## config.mk

```make
export PLATFORM = sky130hd
export DESIGN_NAME = zetas_addr_seq
export DESIGN_NICKNAME = d
export VERILOG_FILES = /design/src/rtl/zetas_addr_seq.sv
export SDC_FILE = /design/constraint.sdc
export NUM_CORES = 1
export LEC_CHECK = 0
export BUFFER_PORTS_ARGS = -buffer_cell sky130_fd_sc_hd__buf_2
export CAP_MARGIN = 10
export CORE_MARGIN = 2
export CORE_UTILIZATION = 59
export CTS_CLUSTER_SIZE = 40
export DETAILED_ROUTE_END_ITERATION = 12
export PLACE_DENSITY = 0.78
export SYNTH_ARGS = -nofsm -noshare
export SYNTH_HDL_FRONTEND = slang
export SYNTH_SLANG_ARGS = --single-unit
```

## constraint.sdc

```tcl
create_clock -name clk_i -period 4.8 [get_ports clk_i]
set_input_delay 1.2 -clock clk_i [delete_from_list [all_inputs] [get_ports clk_i]]
set_output_delay 1.2 -clock clk_i [all_outputs]
set_load 0.1 [all_outputs]
```

## src/rtl/zetas_addr_seq.sv

```systemverilog
// Twiddle-address sequencer for the NTT unit: walks every layer/group of a Kyber or Dilithium
// (inverse) NTT, reads the zetas ROM under credit flow control and streams results from a FIFO.
module zetas_addr_seq #(
  parameter int unsigned ADDR_WIDTH = 8,
  parameter int unsigned DATA_WIDTH = 32,
  parameter int unsigned FIFO_DEPTH = 4
) (
  input  logic                  clk_i,
  input  logic                  rstn_i,
  input  logic                  start_i,
  input  logic                  selKD_i,
  input  logic                  selNTT_i,
  output logic                  busy_o,
  output logic                  done_o,
  output logic                  rom_valid_o,
  output logic                  rom_selKD_o,
  output logic                  rom_selNTT_o,
  output logic [ADDR_WIDTH-1:0] rom_addrX_o,
  output logic [ADDR_WIDTH-1:0] rom_addrY_o,
  input  logic [DATA_WIDTH-1:0] rom_data_i,
  output logic                  zeta_valid_o,
  input  logic                  zeta_ready_i,
  output logic [DATA_WIDTH-1:0] zeta_o,
  output logic [3:0]            zeta_layer_o,
  output logic                  zeta_neg_o,
  output logic                  zeta_last_o
);

  localparam int unsigned PtrW = (FIFO_DEPTH > 1) ? $clog2(FIFO_DEPTH) : 1;
  // Wide enough to hold count + in-flight request without overflow.
  localparam int unsigned CntW = $clog2(FIFO_DEPTH + 1) + 1;
  localparam int unsigned EntW = DATA_WIDTH + 5;

  typedef enum logic [1:0] {StIdle, StRun, StDrain} state_e;

  state_e state_q, state_d;

  logic            sel_kd_q, sel_kd_d;
  logic            sel_ntt_q, sel_ntt_d;
  logic [2:0]      layer_q, layer_d;
  logic [6:0]      beat_q, beat_d;
  logic            inflight_q, inflight_d;
  logic [2:0]      tag_layer_q, tag_layer_d;
  logic            tag_neg_q, tag_neg_d;
  logic            tag_last_q, tag_last_d;
  logic [PtrW-1:0] wr_ptr_q, wr_ptr_d;
  logic [PtrW-1:0] rd_ptr_q, rd_ptr_d;
  logic [CntW-1:0] count_q, count_d;
  logic [EntW-1:0] fifo_q [FIFO_DEPTH];

  logic            push, pop, credit_ok, last_beat;
  logic [6:0]      beat_max;
  logic [2:0]      last_layer;
  logic [2:0]      shamt;
  logic [6:0]      jx, jy, gx, gy;
  logic [8:0]      pow2, kx, ky;
  logic [EntW-1:0] head;

  // ---------------------------------------------------------------------------------------------
  // Geometry: butterfly index j -> group g -> twiddle index k for the current layer and beat.
  // ---------------------------------------------------------------------------------------------
  always_comb begin
    shamt      = 3'd7 - layer_q;
    jx         = {beat_q[5:0], 1'b0};
    jy         = sel_kd_q ? {beat_q[5:0], 1'b1} : beat_q;
    gx         = jx >> shamt;
    gy         = jy >> shamt;
    pow2       = 9'd1 << layer_q;
    kx         = sel_ntt_q ? (pow2 + {2'b00, gx}) : ((pow2 << 1) - 9'd1 - {2'b00, gx});
    ky         = sel_ntt_q ? (pow2 + {2'b00, gy}) : ((pow2 << 1) - 9'd1 - {2'b00, gy});
    beat_max   = sel_kd_q ? 7'd63 : 7'd127;
    last_layer = sel_ntt_q ? (sel_kd_q ? 3'd6 : 3'd7) : 3'd0;
    last_beat  = (beat_q == beat_max) && (layer_q == last_layer);
  end

  // ---------------------------------------------------------------------------------------------
  // Credit: a request is only issued if the FIFO is guaranteed room when its data returns.
  // ---------------------------------------------------------------------------------------------
  assign zeta_valid_o = (count_q != '0);
  assign pop          = zeta_valid_o & zeta_ready_i;
  assign push         = inflight_q;
  assign credit_ok    = (count_q + CntW'(inflight_q)) < (CntW'(FIFO_DEPTH) + CntW'(pop));

  // ---------------------------------------------------------------------------------------------
  // FSM
  // ---------------------------------------------------------------------------------------------
  always_ff @(posedge clk_i or negedge rstn_i) begin
    if (!rstn_i) begin
      state_q <= StIdle;
    end else begin
      state_q <= state_d;
    end
  end

  always_comb begin
    state_d = state_q;
    unique case (state_q)
      StIdle:  if (start_i) state_d = StRun;
      StRun:   if (rom_valid_o && last_beat) state_d = StDrain;
      StDrain: if ((count_q == '0) && !inflight_q) state_d = StIdle;
      default: state_d = StIdle;
    endcase
  end

  always_comb begin
    busy_o      = (state_q != StIdle);
    rom_valid_o = (state_q == StRun) && credit_ok;
    done_o      = (state_q == StDrain) && (count_q == '0) && !inflight_q;
  end

  // ---------------------------------------------------------------------------------------------
  // Sequence counters, request tags and FIFO bookkeeping
  // ---------------------------------------------------------------------------------------------
  always_comb begin
    sel_kd_d    = sel_kd_q;
    sel_ntt_d   = sel_ntt_q;
    layer_d     = layer_q;
    beat_d      = beat_q;
    if ((state_q == StIdle) && start_i) begin
      sel_kd_d  = selKD_i;
      sel_ntt_d = selNTT_i;
      beat_d    = 7'd0;
      layer_d   = selNTT_i ? 3'd0 : (selKD_i ? 3'd6 : 3'd7);
    end else if (rom_valid_o) begin
      if (beat_q == beat_max) begin
        beat_d  = 7'd0;
        layer_d = sel_ntt_q ? (layer_q + 3'd1) : (layer_q - 3'd1);
      end else begin
        beat_d  = beat_q + 7'd1;
      end
    end

    inflight_d  = rom_valid_o;
    tag_layer_d = rom_valid_o ? layer_q : tag_layer_q;
    tag_neg_d   = rom_valid_o ? !sel_ntt_q : tag_neg_q;
    tag_last_d  = rom_valid_o ? last_beat : tag_last_q;

    wr_ptr_d    = push ? (wr_ptr_q + PtrW'(1)) : wr_ptr_q;
    rd_ptr_d    = pop ? (rd_ptr_q + PtrW'(1)) : rd_ptr_q;
    count_d     = count_q + CntW'(push) - CntW'(pop);
  end

  always_ff @(posedge clk_i or negedge rstn_i) begin
    if (!rstn_i) begin
      sel_kd_q    <= 1'b0;
      sel_ntt_q   <= 1'b0;
      layer_q     <= 3'd0;
      beat_q      <= 7'd0;
      inflight_q  <= 1'b0;
      tag_layer_q <= 3'd0;
      tag_neg_q   <= 1'b0;
      tag_last_q  <= 1'b0;
      wr_ptr_q    <= '0;
      rd_ptr_q    <= '0;
      count_q     <= '0;
    end else begin
      sel_kd_q    <= sel_kd_d;
      sel_ntt_q   <= sel_ntt_d;
      layer_q     <= layer_d;
      beat_q      <= beat_d;
      inflight_q  <= inflight_d;
      tag_layer_q <= tag_layer_d;
      tag_neg_q   <= tag_neg_d;
      tag_last_q  <= tag_last_d;
      wr_ptr_q    <= wr_ptr_d;
      rd_ptr_q    <= rd_ptr_d;
      count_q     <= count_d;
    end
  end

  // Storage needs no reset: entries are only visible while count_q covers them.
  always_ff @(posedge clk_i) begin
    if (push) begin
      fifo_q[wr_ptr_q] <= {rom_data_i, tag_layer_q, tag_neg_q, tag_last_q};
    end
  end

  // ---------------------------------------------------------------------------------------------
  // Outputs
  // ---------------------------------------------------------------------------------------------
  assign head         = fifo_q[rd_ptr_q];
  assign rom_selKD_o  = sel_kd_q;
  assign rom_selNTT_o = sel_ntt_q;
  assign rom_addrX_o  = (rom_valid_o && sel_kd_q) ? ADDR_WIDTH'(kx) : '0;
  assign rom_addrY_o  = rom_valid_o ? ADDR_WIDTH'(ky) : '0;
  assign zeta_o       = zeta_valid_o ? head[EntW-1:5] : '0;
  assign zeta_layer_o = zeta_valid_o ? {1'b0, head[4:2]} : 4'd0;
  assign zeta_neg_o   = zeta_valid_o & head[1];
  assign zeta_last_o  = zeta_valid_o & head[0];

endmodule
```

==> impl_metrics.toml, run 1 <==
[run_status]
outcome = "finished with violations"
violations = "setup timing"

[global_route]
grt_overflow = 0
grt_first_pass_wirelength_um = 32560
use_met1_pct = 33.11
busiest_layer = "met2"
grtUsageTotal_pct = 26.62
met2_usage_pct = 47.41
grt_pass1_vias = 6056
grt_max_degree = 41
antenna_found_initial = 0
gr-usage-met3_pct = 4.816

[yosys]
synth-seq-cells = 176
synth_ff_type = "edfxtp_1"
syn_area_um2 = 8935
ys_types = 65
synth-edff-count = 148
syn_area_per_cell_um2 = 13.40
synth_top_area_cell = "edfxtp_1"
yosys_warnings = 0
synthCells = 667
synth.yosys.seq_area_share_pct = 57.58
syn_nets = 747
synth.top_cell.area_share_pct = 49.74
synthArstFlopShare_pct = 15.91
netlist_top_cells_area = "edfxtp_1 50%, mux4_2 9.3%, dfrtp_1 7.8%, ha_1 5.5%, and2_1 3.7%"

[route]
first_iter_violations = 507
via_per_inst = 6.106
post_drt_wl_per_cell_um = 21.29
dr.pass1.iters = 7
vias = 6002
route.detailed.drc = 0
drtAntennaViolNets = 0
wl_um = 20930

[sta]
finalCriticalPeriod_ns = 4.856
worst_pin_slew_ns = 1.016
fmax_mhz = 205.9
slew_headroom_pct = 32.02
layout_setup_ws_ns = -0.05622
maxSlewViolCount = 0
setup_viol = 2
final_hold_viol_count = 0
fin_crit_sh_pct = 101.2
rsz0062_at_grt = "yes"
clock_skew_ns = 0.007897

[floorplanning]
die_w_um = 127.1
io_pins = 98
core_area_um2 = 14640
rows = 44
die_h_um = 127.1
die_area_um2 = 16140
initial_core_util_pct = 61.01

[place]
hpwl_um = 13260
dp_cells = 937
detailed_place.area_um2 = 9958
routabilityCongestion = 0.9729
io_buffers = 96

[worst_hold_path]
min_to = "state_q[0]"
min_from = "state_q[1]"
hold_depth = 1
min_path_type = "reg2reg"

[final_layout]
design_area_um2 = 10910
final_nets = 866
fill_cells = 934
area_growth_pct = 22.06
layout-drive-gt1-share_pct = 33.54
instances_no_fill = 983
antenna_cells = 0

[clocking]
clkSlewWorstSetupHoldPaths_ns = 0.06
cts_tree = "done"
numCtsBuffers = 17
cts.path.max_buffers = 2
root_buffer = "clkbuf_16"
h-tree-depth = 4
clock-sinks = 176
cts_hold_buf = 0
clk_latency_ns = 0.43

[worst_setup_path]
reg2reg_from = "inflight_q"
path_class = "reg2out"
end_kind = "primary output"
cp_max_fo = 13
cp.required_ns = 3.60
r2r_setup_slack_ns = 2.04
startpoint_type = "register"
rr_worst_depth = 10
r2r-end = "state_q[1]"
arrival_ns = 3.66

[job]
drv_cap = 0
[critical path: stages, from the launching register on]
cell      delay, ns
dfrtp_2        0.51
buf_4          0.21
nor2b_1        0.30
and2_1         0.35
xor2_1         0.29
ha_1           0.25
a21o_1         0.17
a211oi_1       0.07
a211oi_1       0.38
o22a_1         0.28
nand2_1        0.11
o311ai_4       0.09
buf_12         0.22
[synth_stat cells (3+ instances only)]
cell type and instances:
nand2b_1 4, fa_1 3, o211ai_1 4, xnor2_1 11, nand3b_1 3, nand2_1 40, a21o_1 3, nor2_1 42
o21a_1 6, inv_1 35, a21oi_1 21, buf_2 9, a31oi_1 3, dfrtp_1 28, clkbuf_1 19, or3_1 3
nor2b_1 10, mux2_2 5, nand3_1 7, buf_1 3, a22oi_1 4, o21ai_0 14, mux2i_1 13, o21ai_1 12
nor3b_1 3, and2_1 53, edfxtp_1 148, xor2_1 14, ha_1 39, mux4_2 37, a211oi_1 8, nor3_1 18
[cell type report]
| cell class | count | area [µm²] | share of cell area, % |
|---|---|---|---|
| well taps | 184 | 230.2 | 2.111 |
| inverters | 38 | 142.6 | 1.308 |
| multi-input cells | 419 | 3749 | 34.37 |
| repair buffers | 134 | 999.7 | 9.167 |
| flip-flops and latches | 176 | 5154 | 47.26 |
| clock inverters | 14 | 201.4 | 1.847 |
| clock buffers | 18 | 429.2 | 3.935 |
[placed cells by master, fill, tap and decap left out, types with 13 or more instances in the layout]
cell type,instances
nor3_1,17
inv_1,33
and2_1,49
ha_1,35
clkbuf_16,17
buf_4,34
mux4_2,37
edfxtp_1,148
nand2_1,40
buf_2,84
dfrtp_1,21
o21ai_1,13
nor2_1,37
a21oi_1,18
xor2_1,14
buf_12,14
[state kept, by name, summed over array words and instances (netlist names), 2 cells and up]
signal,count
wr_ptr_q,2
layer_q,3
state_q,2
count_q,4
rd_ptr_q,2
tag_layer_q,3
fifo_q,148
beat_q,7
[cells by family (layout without fill, tap and decap cells)]
group	after synthesis	after routing	share of synthesized area (%)
mux	58	58	11.88
xor+xnor	25	25	2.451
simple gates	196	196	11.31
flops	176	176	57.58
other cells	1	1	0.04197
fa+ha+maj	42	42	6.134
buf+inv	72	204	3.319
compound gates	97	97	7.282
[repair_timing]
item                       CTS  global route
pin swaps                    7             9
gates resized for setup     14            35
setup endpoints to repair    5            10
buffers inserted             9             4
gates cloned                 1             0
[routing by layer]
layer	vias up	wire, µm	part of all wire, %
met5	-	0	0
met4	0	565	2.7
met3	49	1211	5.8
met2	259	11010	53
met1	2979	8143	39
li1	2715	-	-
[metrics by stage]
step                      hold slack, ns  setup slack (ns)  TNS, ns  util, %
final                             0.5126          -0.05622  -0.1047    74.47
after global routing              0.5495           -0.1359  -0.3923    74.47
after CTS                         0.5159          0.003993        0    73.27
after detailed placement          0.5031            0.2004        0    68.00
after global placement            0.4701            0.2343        0    68.00
after floorplan                   0.4487           -0.7940   -3.426        -
[worst max-delay path by stage]
| stage | startpoint | end | slack [ns] | cells after the start |
|---|---|---|---|---|
| global route | layer_q[0] | rom_addrY_o[7] | -0.14 | 15 |
| finish | layer_q[1] | rom_addrY_o[7] | -0.06 | 12 |
| CTS | layer_q[0] | rom_addrX_o[7] | 0.004 | 13 |
| detailed placement | rom_selKD_o | rom_addrY_o[7] | 0.20 | 14 |
| global placement | rom_selKD_o | rom_addrY_o[7] | 0.23 | 14 |
| floorplan | zeta_ready_i | rom_addrX_o[0] | -0.79 | 7 |
Power of run 1 is not shown: default switching activity piles up to over one toggle a cycle in this logic, so the estimate is an artifact.
==> run 2: changes to the inputs <==
--- a/config.mk
+++ b/config.mk
@@ -8,10 +8,10 @@
 export BUFFER_PORTS_ARGS = -buffer_cell sky130_fd_sc_hd__buf_2
 export CAP_MARGIN = 10
 export CORE_MARGIN = 2
-export CORE_UTILIZATION = 59
+export CORE_UTILIZATION = 60
 export CTS_CLUSTER_SIZE = 40
 export DETAILED_ROUTE_END_ITERATION = 12
-export PLACE_DENSITY = 0.78
+export PLACE_DENSITY = 0.79
 export SYNTH_ARGS = -nofsm -noshare
 export SYNTH_HDL_FRONTEND = slang
 export SYNTH_SLANG_ARGS = --single-unit
==> constraint.sdc (replaced) <==
create_clock -name clk_i -period 6.2 [get_ports clk_i]
set_input_delay 1.55 -clock clk_i [delete_from_list [all_inputs] [get_ports clk_i]]
set_output_delay 1.55 -clock clk_i [all_outputs]
set_load 0.1 [all_outputs]
==> run 2 against run 1 <==
Compared with the run above:
- the run now ends clean
- routed wire length fell by 12%
- utilization fell by 4.7 points
- critical path depth rose by 2
- clock skew barely moved
- clock-buffer cell count fell by 1
- final cell count fell by 3.0%
- non-clock buffer count fell by 29
- critical path type unchanged
- highest routed layer unchanged
==> impl_metrics.toml, run 2 (same netlist as run 1, synthesis figures left out) <==
[final_layout]
layout-drive-gt1-share_pct = 25.45
fill_cells = 983
final_cell_mix = "148 x edfxtp_1, 95 x buf_2, 49 x and2_1, 42 x nor2_1, 40 x nand2_1"
design_area_um2 = 10140
multiInputGateArea_um2 = 3511
reg.largest.list = "fifo_q (148), beat_q (7), count_q (4)"
final_nets = 837
largest_reg_flops = 148
registers.top_by_ff_count = "fifo_q"
mostFrequentLayoutCell = "edfxtp_1"
area_growth_pct = 13.54
ff_latch_area_um2 = 5150
antenna_cells = 0

[global_route]
grtUsageTotal_pct = 24.26
grt_first_pass_wirelength_um = 29840
antenna_found_initial = 0
grt_pass1_vias = 5867
grt_max_degree = 41
grt_overflow = 0

[route]
route.detailed.drc = 0
first_iter_violations = 417
via_per_inst = 5.937
vias = 5664
drtAntennaViolNets = 0
post_drt_wl_per_cell_um = 19.39
dr.pass1.iters = 5
wl_um = 18500

[clocking]
root_buffer = "clkbuf_16"
numCtsBuffers = 17
cts_tree = "done"
clk_latency_ns = 0.42
cts.path.max_buffers = 2
clock-sinks = 176
clkSlewWorstSetupHoldPaths_ns = 0.06
h-tree-depth = 4

[worst_setup_path]
path_class = "reg2out"
cp_max_fo = 13
reg2reg_from = "inflight_q"
cp-startpoint = "rom_selKD_o"
r2r_setup_slack_ns = 3.13
arrival_ns = 4.31
startpoint_type = "register"
end_kind = "primary output"
cp.required_ns = 4.65

[sta]
maxSlewViolCount = 0
slew_headroom_pct = 32.65
rsz0062_at_grt = "no"
fin_crit_sh_pct = 94.54
setup_viol = 0
finalCriticalPeriod_ns = 5.862
final_hold_viol_count = 0
clock_skew_ns = 0.007908
worst_pin_slew_ns = 1.010
fmax_mhz = 170.6

[floorplanning]
die_w_um = 126.0
die_h_um = 126.0
die_area_um2 = 15880
initial_core_util_pct = 61.48
core_area_um2 = 14530
rows = 44
io_pins = 98

[worst_hold_path]
min_path_type = "reg2reg"
min_from = "tag_neg_q"

[place]
routabilityCongestion = 0.9532
hpwl_um = 12470
detailed_place.area_um2 = 9579
io_buffers = 96

[job]
drv_cap = 0

[run_status]
outcome = "completed"
[run 2: cell types whose count changed in the layout (fill, tap and decap cells not counted), moves of 4 or more]
cell	previous run	this run
nor2_1	37	42
buf_2	84	95
clkinv_4	1	5
ha_1	35	39
buf_12	14	0
o21ai_0	10	14
a22oi_1	0	4
buf_4	34	9
a22oi_2	6	2
[run 2: area by class of cell]
class                   count  area share, %
clock buffers              17          4.193
clock inverters            15          1.332
inverters                  38          1.406
multi-input cells         419          34.61
flip-flops and latches    176          50.76
well taps                 184          2.269
repair buffers            105          5.427
[run 2: repair_timing]
item | 4_1_cts | 5_1_grt
resized for setup | 0 | 3
setup buffers | 0 | 0
hold buffers | 0 | 0
setup endpoints to repair | 0 | 3
[run 2: layer usage]
metal  part of all wire (%)  track usage (%)  wire length (µm)
met1                     41            29.76              7674
met2                     52            42.31              9555
met3                    4.5            5.395               832
met4                    2.4            9.179               436
met5                      0                0                 0
[run 2: worst max-delay path, stage by stage, from the launching register on]
cell       delay, ns
dfrtp_2         0.53
mux2_2          0.41
nor2_1          0.10
a21oi_1         0.06
mux2_2          0.29
a22oi_1         0.34
inv_1           0.13
ha_1            0.29
a21oi_1         0.21
o211ai_1        0.13
a2111oi_0       0.54
o311a_1         0.25
o21ai_0         0.11
o311ai_2        0.12
clkbuf_4        0.38
[run 2: stage by stage]
step,setup WS [ns],util (%),hold slack [ns],instances,TNS [ns]
after floorplan,-0.09398,-,0.4487,667,-0.2322
after CTS,0.08062,69.77,0.5230,954,0
final,0.3385,69.80,0.5266,954,0
after detailed placement,0.5668,65.91,0.4906,922,0
after global routing,0.05153,69.80,0.5419,954,0
after global placement,0.7132,65.91,0.4667,922,0
[run 2: path summary, 6_finish.rpt]
path | endpoint | cells after the start
worst min register to register | fifo_q[3][1] | 0
worst min-delay path | fifo_q[3][1] | 0
max in group asynchronous | rd_ptr_q[1] | 1
worst max-delay path | rom_addrY_o[7] | 14
min in group asynchronous | rom_selNTT_o | 1
worst max register to register | state_q[1] | 10
Power of run 2 is left out for the same reason.
==> run 3: changes to the inputs <==
==> constraint.sdc (replaced) <==
create_clock -name clk_i -period 6.2 [get_ports clk_i]
set_input_delay 1.55 -clock clk_i [delete_from_list [all_inputs] [get_ports clk_i]]
set_output_delay 1.55 -clock clk_i [all_outputs]
set_load 0.05 [all_outputs]
==> run 3 against run 2 <==
Compared with the run above:
- clock-buffer cell count increased by 3
- routed wire length shrank 2.6%
- hold slack lost 0.015 ns
- sequential share of layout area is 0.18 points higher
- critical path depth is the same
- fmax grew 2.3%
- die area unchanged
- final cell count decreased by 0.10%
- non-clock buffer count down 1
- sequential cell count is the same
- register-to-register slack gained 0.03 ns
- cell area decreased by 0.35%
==> impl_metrics.toml, run 3 (same netlist as run 1, synthesis figures left out) <==
[clocking]
root_buffer = "clkbuf_16"
clk_latency_ns = 0.42
cts.path.max_buffers = 2
numCtsBuffers = 17
cts_setup_buffers = 0
clock-sinks = 176
clkSlewWorstSetupHoldPaths_ns = 0.06
cts_tree = "done"
h-tree-depth = 4

[sta]
finalCriticalPeriod_ns = 5.731
setup_tns_ns = 0
maxSlewViolCount = 0
setup_viol = 0
clock_skew_ns = 0.006299
slew_headroom_pct = 30.44
rsz0062_at_grt = "no"
fin_crit_sh_pct = 92.43
final_hold_viol_count = 0
worst_pin_slew_ns = 1.043
fmax_mhz = 174.5

[worst_setup_path]
crit_path_top_delay_cell = "a2111oi_0"
crit_chain = "mux2_2 -> nor2_1 -> a21oi_1 -> mux2_2 -> a22oi_1 -> inv_1 -> ha_1 -> a21oi_1 -> o211ai_1 -> a2111oi_0 -> o311a_1 -> o21ai_0 -> o311ai_1 -> buf_2"
arrival_ns = 4.18
cp.required_ns = 4.65
rr_worst_depth = 10
path_class = "reg2out"
worst_path_largest_cell_delay_ns = 0.57
cp_max_fo = 13
startpoint_type = "register"
r2r_setup_slack_ns = 3.16
end_kind = "primary output"

[final_layout]
ff_latch_area_um2 = 5150
area_growth_pct = 13.15
reg.largest.list = "fifo_q (148), beat_q (7), count_q (4)"
design_area_um2 = 10110
multiInputGateArea_um2 = 3498
registers.top_by_ff_count = "fifo_q"
mostFrequentLayoutCell = "edfxtp_1"
largest_reg_flops = 148
fin_util_pct = 69.56
layout-drive-gt1-share_pct = 25.10
fill_cells = 970
final_cell_mix = "148 x edfxtp_1, 96 x buf_2, 49 x and2_1, 42 x nor2_1, 40 x nand2_1"
final_nets = 836
antenna_cells = 0

[floorplanning]
die_h_um = 126.0
initial_core_util_pct = 61.48
core_area_um2 = 14530
rows = 44
io_pins = 98
die_area_um2 = 15880
die_w_um = 126.0

[route]
vias = 5680
dr.pass1.iters = 5
via_per_inst = 5.960
first_iter_violations = 499
wl_um = 18010
drtAntennaViolNets = 0
route.detailed.drc = 0
post_drt_wl_per_cell_um = 18.90

[pwr]
irDropWorstVdd_mv = 0.3002
swShare_pct = 43.96
clkPwrFrac_pct = 18.4
p_int_mw = 2.983
power_density_nw_per_um2 = 526.5
seqPwrFrac_pct = 33.1
p_sw_mw = 2.340
p_leak_nw = 3.937
combPwrFrac_pct = 48.5

[place]
detailed_place.area_um2 = 9559
io_buffers = 96
routabilityCongestion = 0.9709
hpwl_um = 12150

[global_route]
grtUsageTotal_pct = 23.97
grt_first_pass_wirelength_um = 29720
antenna_found_initial = 0
grt_pass1_vias = 5927
grt_overflow = 0
grt_max_degree = 41

[worst_hold_path]
hold_depth = 1
min_path_type = "reg2reg"

[job]
drv_cap = 0

[run_status]
outcome = "completed"
-- run 3: changes by cell type in the layout (fill, tap and decap cells not counted) --
cell	change
a211oi_1	+1
a211oi_2	-1
buf_2	+1
buf_4	-1
clkbuf_1	+3
clkbuf_4	-1
clkinv_1	-3
clkinv_2	+2
clkinv_4	-3
clkinvlp_4	+2
inv_8	-1
o311ai_1	+1
o311ai_2	-1
-- run 3: worst paths after layout --
kind | startpoint | end
hold reg to reg | state_q[1] | state_q[0]
max in group asynchronous | rstn_i | rd_ptr_q[1]
hold / removal | state_q[1] | state_q[0]
setup / recovery | rom_selKD_o | rom_addrY_o[7]
setup reg to reg | inflight_q | state_q[1]
min in group asynchronous | rstn_i | rom_selKD_o
-- run 3: power groups by stage --
stage | clock, mW | combinational (mW) | sequential, mW
2_1_floorplan | 0 | 2.13 | 1.65
3_3_place_gp | 0 | 2.54 | 1.77
3_5_place_dp | 0 | 2.58 | 1.79
4_1_cts | 0.994 | 2.59 | 1.76
5_1_grt | 1.04 | 2.78 | 1.80
6_report | 0.978 | 2.58 | 1.76
-- run 3: final cells by class --
type | instances | share of cell area (%)
clock buffer | 20 | 4.319
clock inverter | 12 | 1.101
inverter | 38 | 1.411
multi-input combinational | 419 | 34.60
sequential | 176 | 50.94
tap | 184 | 2.277
timing repair buffer | 104 | 5.347
-- run 3: what timing repair did --
action / in CTS / in global routing
setup endpoints to repair: 0 / 1
resized for setup: 0 / 2
endpoints found under the hold margin: 0 / 0
hold buffers: 0 / 0
-- run 3: routing by layer --
metal / track usage (%) / wire length (µm) / vias to the layer above
met5: 0 / 0 / -
met4: 9.761 / 476 / 0
met3: 4.333 / 1184 / 43
met2: 41.90 / 9212 / 209
met1: 29.69 / 7138 / 2779
li1: - / - / 2649
-- run 3: worst max-delay path, delay by kind of cell, from the launching register on --
family                   cells  cell delay [ns]
buffers and inverters        2             0.43
flip-flops                   1             0.54
AND/OR/NAND/NOR              1             0.10
multiplexers                 2             0.70
adder cells (fa/ha/maj)      1             0.29
AO/OA/AOI/OAI                8             1.70
-- run 3: metrics by stage --
step / power, mW / setup WS (ns) / hold WS, ns / instances
floorplan: 3.774 / 0.4477 / 0.4487 / 667
global placement: 4.306 / 0.9052 / 0.4700 / 921
detailed placement: 4.366 / 0.7148 / 0.5027 / 921
CTS: 5.349 / 0.2430 / 0.5082 / 953
global route: 5.618 / 0.1564 / 0.5504 / 953
finish: 5.323 / 0.4693 / 0.5112 / 953
Note: power is estimated with default switching activity, not from simulation.
